--- config.mk ---
export PLATFORM = sky130hd
export DESIGN_NAME = pattern_runner
export DESIGN_NICKNAME = d
export VERILOG_FILES = /design/src/rtl/pattern_runner_pkg.sv /design/src/rtl/pattern_runner_mem.sv /design/src/rtl/pattern_runner.sv
export SDC_FILE = /design/constraint.sdc
export NUM_CORES = 1
export LEC_CHECK = 0
export BUFFER_PORTS_ARGS = -buffer_cell sky130_fd_sc_hd__clkbuf_2
export CAP_MARGIN = 15
export CELL_PAD_IN_SITES_DETAIL_PLACEMENT = 0
export CELL_PAD_IN_SITES_GLOBAL_PLACEMENT = 1
export CORE_MARGIN = 2
export CORE_UTILIZATION = 30
export DETAILED_ROUTE_END_ITERATION = 7
export HOLD_SLACK_MARGIN = 0.05
export MAX_ROUTING_LAYER = met4
export PLACE_DENSITY_LB_ADDON = 0.25
export SLEW_MARGIN = 40
export SYNTH_ARGS = -nofsm -noshare
export SYNTH_HDL_FRONTEND = slang
export SYNTH_SLANG_ARGS = --single-unit
--- constraint.sdc ---
create_clock -name clk -period 4.9 [get_ports clk]
set_input_delay 0.245 -clock clk [delete_from_list [all_inputs] [get_ports clk]]
set_output_delay 0.245 -clock clk [all_outputs]
set_load 0.01 [all_outputs]
--- src/rtl/pattern_runner_pkg.sv ---
// pattern_runner_pkg: shared FSM state type and helpers for pattern_runner.
//   state_t    : run-controller states
//   misr_step  : rotate-left-by-one then XOR, over the low w bits of a 64-bit word
//   clamp_npat : limits the requested pattern count to the memory depth
package pattern_runner_pkg;

    typedef enum logic [2:0] {IDLE, APPLY, WAIT, CAPTURE, DONE} state_t;

    function automatic logic [63:0] misr_step(input logic [63:0] sig, input logic [63:0] din, input int w);
        logic [63:0] mask;
        mask = (64'd1 << w) - 64'd1;
        return (((sig << 1) | (sig >> (w - 1))) & mask) ^ (din & mask);
    endfunction

    function automatic int clamp_npat(input int n, input int depth);
        return (n > depth) ? depth : n;
    endfunction

endpackage

--- src/rtl/pattern_runner_mem.sv ---
// pattern_runner_mem: DEPTH x W pattern store, one write port, one async read port, not reset.
//   clk   : write clock
//   we    : write enable
//   waddr : write slot
//   wdata : write word {stim, gold}
//   raddr : read slot
//   rdata : read word, write-first when waddr==raddr during a write
module pattern_runner_mem #(
    parameter int DEPTH = 8,
    parameter int W = 8,
    localparam int AW = $clog2(DEPTH)
) (
    input  logic          clk,
    input  logic          we,
    input  logic [AW-1:0] waddr,
    input  logic [W-1:0]  wdata,
    input  logic [AW-1:0] raddr,
    output logic [W-1:0]  rdata
);

    logic [W-1:0] mem [DEPTH];

    always_ff @(posedge clk)
        if (we) mem[waddr] <= wdata;

    assign rdata = (we && waddr == raddr) ? wdata : mem[raddr];

endmodule

--- src/rtl/pattern_runner.sv ---
// pattern_runner: applies stored stimuli to a combinational CUT, captures and checks each response.
//   clk, rst_n          : clock, asynchronous active-low reset
//   ld_valid/ld_ready   : pattern load handshake (ready only in IDLE)
//   ld_addr/stim/gold   : slot, stimulus and expected response to load
//   start, num_pat      : run request and pattern count, sampled in IDLE
//   busy, done          : run in progress, one-cycle end-of-run pulse
//   cut_in, cut_out     : registered CUT drive, CUT response
//   resp_valid/idx/data/fail : per-pattern captured response stream
//   mismatch_cnt        : saturating failure count for the current run
//   first_fail_vld/idx  : first failing pattern of the current run
//   signature           : MISR over {cut_in, cut_out}, only with PATTERN_RUNNER_MISR_EN
module pattern_runner
    import pattern_runner_pkg::*;
#(
    parameter int IN_W = 5,
    parameter int OUT_W = 3,
    parameter int DEPTH = 8,
    parameter int SETTLE = 1,
    parameter int CNT_W = 8,
    localparam int AW = $clog2(DEPTH),
    localparam int NW = AW + 1,
    localparam int MW = IN_W + OUT_W
) (
    input  logic             clk,
    input  logic             rst_n,
    input  logic             ld_valid,
    output logic             ld_ready,
    input  logic [AW-1:0]    ld_addr,
    input  logic [IN_W-1:0]  ld_stim,
    input  logic [OUT_W-1:0] ld_gold,
    input  logic             start,
    input  logic [NW-1:0]    num_pat,
    output logic             busy,
    output logic             done,
    output logic [IN_W-1:0]  cut_in,
    input  logic [OUT_W-1:0] cut_out,
    output logic             resp_valid,
    output logic [AW-1:0]    resp_idx,
    output logic [OUT_W-1:0] resp_data,
    output logic             resp_fail,
    output logic [CNT_W-1:0] mismatch_cnt,
`ifdef PATTERN_RUNNER_MISR_EN
    output logic [MW-1:0]    signature,
`endif
    output logic             first_fail_vld,
    output logic [AW-1:0]    first_fail_idx
);

    localparam int SW = (SETTLE > 1) ? $clog2(SETTLE) : 1;

    state_t         state, next_state;
    logic [AW-1:0]  idx;
    logic [NW-1:0]  npat;
    logic [SW-1:0]  scnt;
    logic [MW-1:0]  rdata;
    logic [IN_W-1:0] stim;
    logic [OUT_W-1:0] gold;
    logic           we, last, fail;

    assign we   = ld_valid && ld_ready;
    assign stim = rdata[MW-1:OUT_W];
    assign gold = rdata[OUT_W-1:0];
    assign last = {1'b0, idx} == npat - NW'(1);
    assign fail = cut_out != gold;

    pattern_runner_mem #(.DEPTH(DEPTH), .W(MW)) u_mem (
        .clk   (clk),
        .we    (we),
        .waddr (ld_addr),
        .wdata ({ld_stim, ld_gold}),
        .raddr (idx),
        .rdata (rdata)
    );

    always_ff @(posedge clk or negedge rst_n)
        if (!rst_n) state <= IDLE;
        else state <= next_state;

    always_comb begin
        next_state = state;
        ld_ready = state == IDLE;
        busy = state != IDLE;
        done = state == DONE;
        case (state)
            IDLE:    next_state = start ? ((num_pat == '0) ? DONE : APPLY) : IDLE;
            APPLY:   next_state = WAIT;
            WAIT:    next_state = (scnt == '0) ? CAPTURE : WAIT;
            CAPTURE: next_state = last ? DONE : APPLY;
            DONE:    next_state = IDLE;
            default: next_state = IDLE;
        endcase
    end

    always_ff @(posedge clk or negedge rst_n)
        if (!rst_n) begin
            idx <= '0;
            npat <= '0;
            scnt <= '0;
            cut_in <= '0;
            resp_valid <= 1'b0;
            resp_idx <= '0;
            resp_data <= '0;
            resp_fail <= 1'b0;
            mismatch_cnt <= '0;
            first_fail_vld <= 1'b0;
            first_fail_idx <= '0;
`ifdef PATTERN_RUNNER_MISR_EN
            signature <= '0;
`endif
        end else begin
            resp_valid <= 1'b0;
            case (state)
                IDLE: if (start) begin
                    npat <= NW'(clamp_npat(int'(num_pat), DEPTH));
                    idx <= '0;
                    mismatch_cnt <= '0;
                    first_fail_vld <= 1'b0;
                    first_fail_idx <= '0;
`ifdef PATTERN_RUNNER_MISR_EN
                    signature <= '0;
`endif
                end
                APPLY: begin
                    cut_in <= stim;
                    scnt <= SW'(SETTLE - 1);
                end
                WAIT: if (scnt != '0) scnt <= scnt - SW'(1);
                CAPTURE: begin
                    resp_valid <= 1'b1;
                    resp_idx <= idx;
                    resp_data <= cut_out;
                    resp_fail <= fail;
                    if (fail && mismatch_cnt != '1) mismatch_cnt <= mismatch_cnt + CNT_W'(1);
                    if (fail && !first_fail_vld) begin
                        first_fail_vld <= 1'b1;
                        first_fail_idx <= idx;
                    end
                    idx <= idx + AW'(1);
`ifdef PATTERN_RUNNER_MISR_EN
                    signature <= MW'(misr_step(64'(signature), 64'({cut_in, cut_out}), MW));
`endif
                end
                default: ;
            endcase
        end

endmodule

==> results.py <==
metrics = {
    "finish": {
        "num-fill-cells": 1315,
        "num_antenna_cells": 0,
        "final_cells": 521,
        "final_area_um2": 5037,
        "area_growth_pct": 19.04,
        "layout.nets": 361,
        "drive_gt1_frac": 0.2522,
    },
    "floorplan": {
        "start_util": 0.3060,
        "pin_count": 50,
        "core_um2": 13830,
        "die_area_um2": 15070,
        "die_width_um": 122.8,
        "dieHeight_um": 122.8,
        "rows": 43,
    },
    "hold_path": {
        "hp-start": "num_pat[0]",
        "whs_endpoint": "npat[0]",
        "whs_path_depth": 3,
        "hold_path_class": "input pin to flip-flop",
    },
    "placed_design": {
        "pre_cts_ws_ps": 2004,
        "placed_cell_area_um2": 4692,
        "io_buffers": 49,
        "dp_hpwl_um": 6284,
        "place_congestion": 0.7441,
        "dp_cells": 504,
    },
    "worst_setup_path": {
        "end_kind": "flip-flop",
        "r2r_start": "state[1]",
        "critical_path_class": "flip-flop to flip-flop",
        "r2r_slack_ps": 2000,
        "crit_required_ps": 5130,
        "r2r_end": "mismatch_cnt[2]",
        "reg2regPathDepth": 7,
        "crit_path_start": "state[1]",
        "cp.arrival_ps": 3130,
        "setup.worst_path.start_class": "flip-flop",
        "critPathMaxFanout": 12,
    },
    "clock_network": {
        "cts.sinks": 99,
        "cts_buffer_depth": 2,
        "htreeDepth": 3,
        "cts-root-buf": "clkbuf_16",
        "ctsResizeCount": 0,
        "clkSlewWorstSetupHoldPaths_ps": 70,
        "clock_latency_ps": 340,
        "numCtsBuffers": 9,
        "cts_tree": "done",
    },
    "timing": {
        "min_period_ps": 2900,
        "setup_viol_count_final": 0,
        "finalHoldViolCount": 0,
        "fmax_mhz": 344.9,
        "slew_viol_final": 0,
        "fin_crit_sh": 0.5918,
        "worst_pin_slew_ps": 791.8,
        "clock_skew_ps": 5.340,
        "fin_ws_ps": 2000,
        "max-slew-margin-rel": 0.4702,
        "rsz0062_at_grt": "false",
        "tns_ps": 0,
    },
    "yosys": {
        "async_flop_share": 0.3535,
        "synth_top_area_frac": 0.4542,
        "syn-cell-area_um2": 4232,
        "synth_seq_cells": 99,
        "synth_edf_count": 64,
        "syn_area_per_cell_um2": 14.85,
        "ys_types": 40,
        "synth_area_leader_cell": "edfxtp_1",
        "synthFlopType": "edfxtp_1",
        "synthCells": 285,
        "ys.warnings.count": 0,
        "syn_nets": 310,
        "ys_seq_area_frac": 0.6611,
        "synth_area_leaders": "edfxtp_1 (45%), dfrtp_1 (21%), mux4_1 (7.5%)",
    },
    "detailed_routing": {
        "dr.pass1.iters": 4,
        "drcViolationCount": 0,
        "drtAntennaViolNets": 0,
        "routed_via_density": 4.735,
        "num_vias": 2467,
        "wl_per_cell_um": 17.71,
        "wl_um": 9226,
        "drtIter0Drc": 149,
    },
    "power": {
        "leakagePower_nw": 1.977,
        "power_density_nw_per_um2": 549.0,
        "ir_worst_vdd_v": 0.0002160,
    },
    "job": {
        "cap_violations": 0,
    },
    "global_routing": {
        "gr-total-overflow": 0,
        "grt_pass1_vias": 2525,
        "grt_start_max_net_pins": 36,
        "grt_util_all_layers": 0.1358,
        "grt_pass1_wl_um": 14500,
        "antenna_found_initial": 0,
    },
    "run_status": {
        "outcome": "completed",
    },
}
==> critical path, cell delays in order (launching register included) <==
cell     delay [ps]
dfrtp_1         470
nor4b_1         580
nand4_1         330
mux2i_1         300
xnor2_1         150
o31ai_4         540
nor3b_1         130
a211o_1         280
==> logic make-up (layout without fill, tap and decap cells) <==
kind of cell	count (synthesis)	after routing	share of synthesized area
buf+inv	20	76	0.02454
xor+xnor	13	13	0.02691
simple gates	92	92	0.1017
compound gates	25	25	0.03933
flops	99	99	0.6611
fa+ha+maj	3	3	0.008871
mux	33	33	0.1375
==> how the worst max path moves through the flow <==
stage / endpoint / slack (ps) / depth (start not counted)
2_1_floorplan: mismatch_cnt[4] / 2400 / 10
3_3_place_gp: first_fail_idx[2] / 1800 / 7
3_5_place_dp: mismatch_cnt[5] / 2000 / 7
4_1_cts: mismatch_cnt[5] / 1950 / 7
5_1_grt: mismatch_cnt[5] / 1710 / 7
6_report: mismatch_cnt[2] / 2000 / 7
==> cells in the mapped netlist, types with 5 or more instances <==
| cell | instances |
|---|---|
| edfxtp_1 | 64 |
| nand3_1 | 7 |
| clkbuf_1 | 7 |
| nand2b_1 | 8 |
| nor3_1 | 8 |
| mux4_1 | 12 |
| nor2_1 | 15 |
| xnor2_1 | 13 |
| mux2_2 | 5 |
| mux2i_1 | 12 |
| inv_1 | 7 |
| dfrtp_1 | 35 |
| nand2_1 | 41 |
| o21ai_0 | 10 |
==> state kept, by name, summed over array words and instances (netlist names) <==
signal          count
u_mem.mem          64
resp_data           3
resp_fail           1
cut_in              5
resp_valid          1
first_fail_vld      1
resp_idx            3
state               3
first_fail_idx      3
npat                4
mismatch_cnt        8
idx                 3
==> cell type report <==
class	count	area, um^2	area share
Clock buffer	12	236.5	0.04694
Clock inverter	4	98.84	0.01962
Inverter	8	30.03	0.005961
Multi-Input combinational cell	166	1376	0.2732
Sequential cell	99	2798	0.5554
Tap cell	180	225.2	0.04471
Timing Repair Buffer	52	272.8	0.05415
==> metrics by stage <==
step / hold WS, ps / utilization / total power, mW
final: 147.2 / 0.3643 / 2.765
after global routing: 168.4 / 0.3643 / 2.941
after CTS: 140.7 / 0.3643 / 2.800
after detailed placement: 278.1 / 0.3393 / 2.002
after global placement: 431.9 / 0.3365 / 1.975
after floorplan: -50.59 / - / 1.732
==> metal layers <==
| metal | routed length [um] | part of all wire | global-route usage |
|---|---|---|---|
| met4 | 85 | 0.0092 | 0.03089 |
| met2 | 4506 | 0.49 | 0.2158 |
| met5 | 0 | 0 | - |
| met1 | 4245 | 0.46 | 0.1739 |
| met3 | 388 | 0.042 | 0.03717 |
==> cell usage in the layout (no fill, tap or decap), types with 3 or more instances in the layout <==
master / n
a211o_1: 3
a21oi_1: 3
bufinv_16: 3
clkbuf_1: 3
clkbuf_16: 9
clkbuf_2: 48
dfrtp_1: 35
edfxtp_1: 64
ha_1: 3
inv_1: 7
mux2_2: 5
mux2i_1: 12
mux4_1: 12
mux4_2: 4
nand2_1: 41
nand2b_1: 8
nand3_1: 7
nor2_1: 11
nor2_2: 5
nor3_1: 6
nor3b_1: 3
o21ai_0: 10
xnor2_1: 13
==> repair_timing <==
action | CTS | global route
hold endpoints to repair | 35 | 0
hold buffers | 1 | 0
buffers inserted | 0 | 0
==> report_power, final <==
| part | switching [mW] | internal (mW) | leakage, nW | total (mW) |
|---|---|---|---|---|
| clock network | 0.296 | 0.501 | 0.161 | 0.797 |
| logic | 0.460 | 0.366 | 0.797 | 0.826 |
| registers | 0.124 | 1.02 | 1.02 | 1.14 |
No activity file was read; power rests on OpenSTA's default activity.
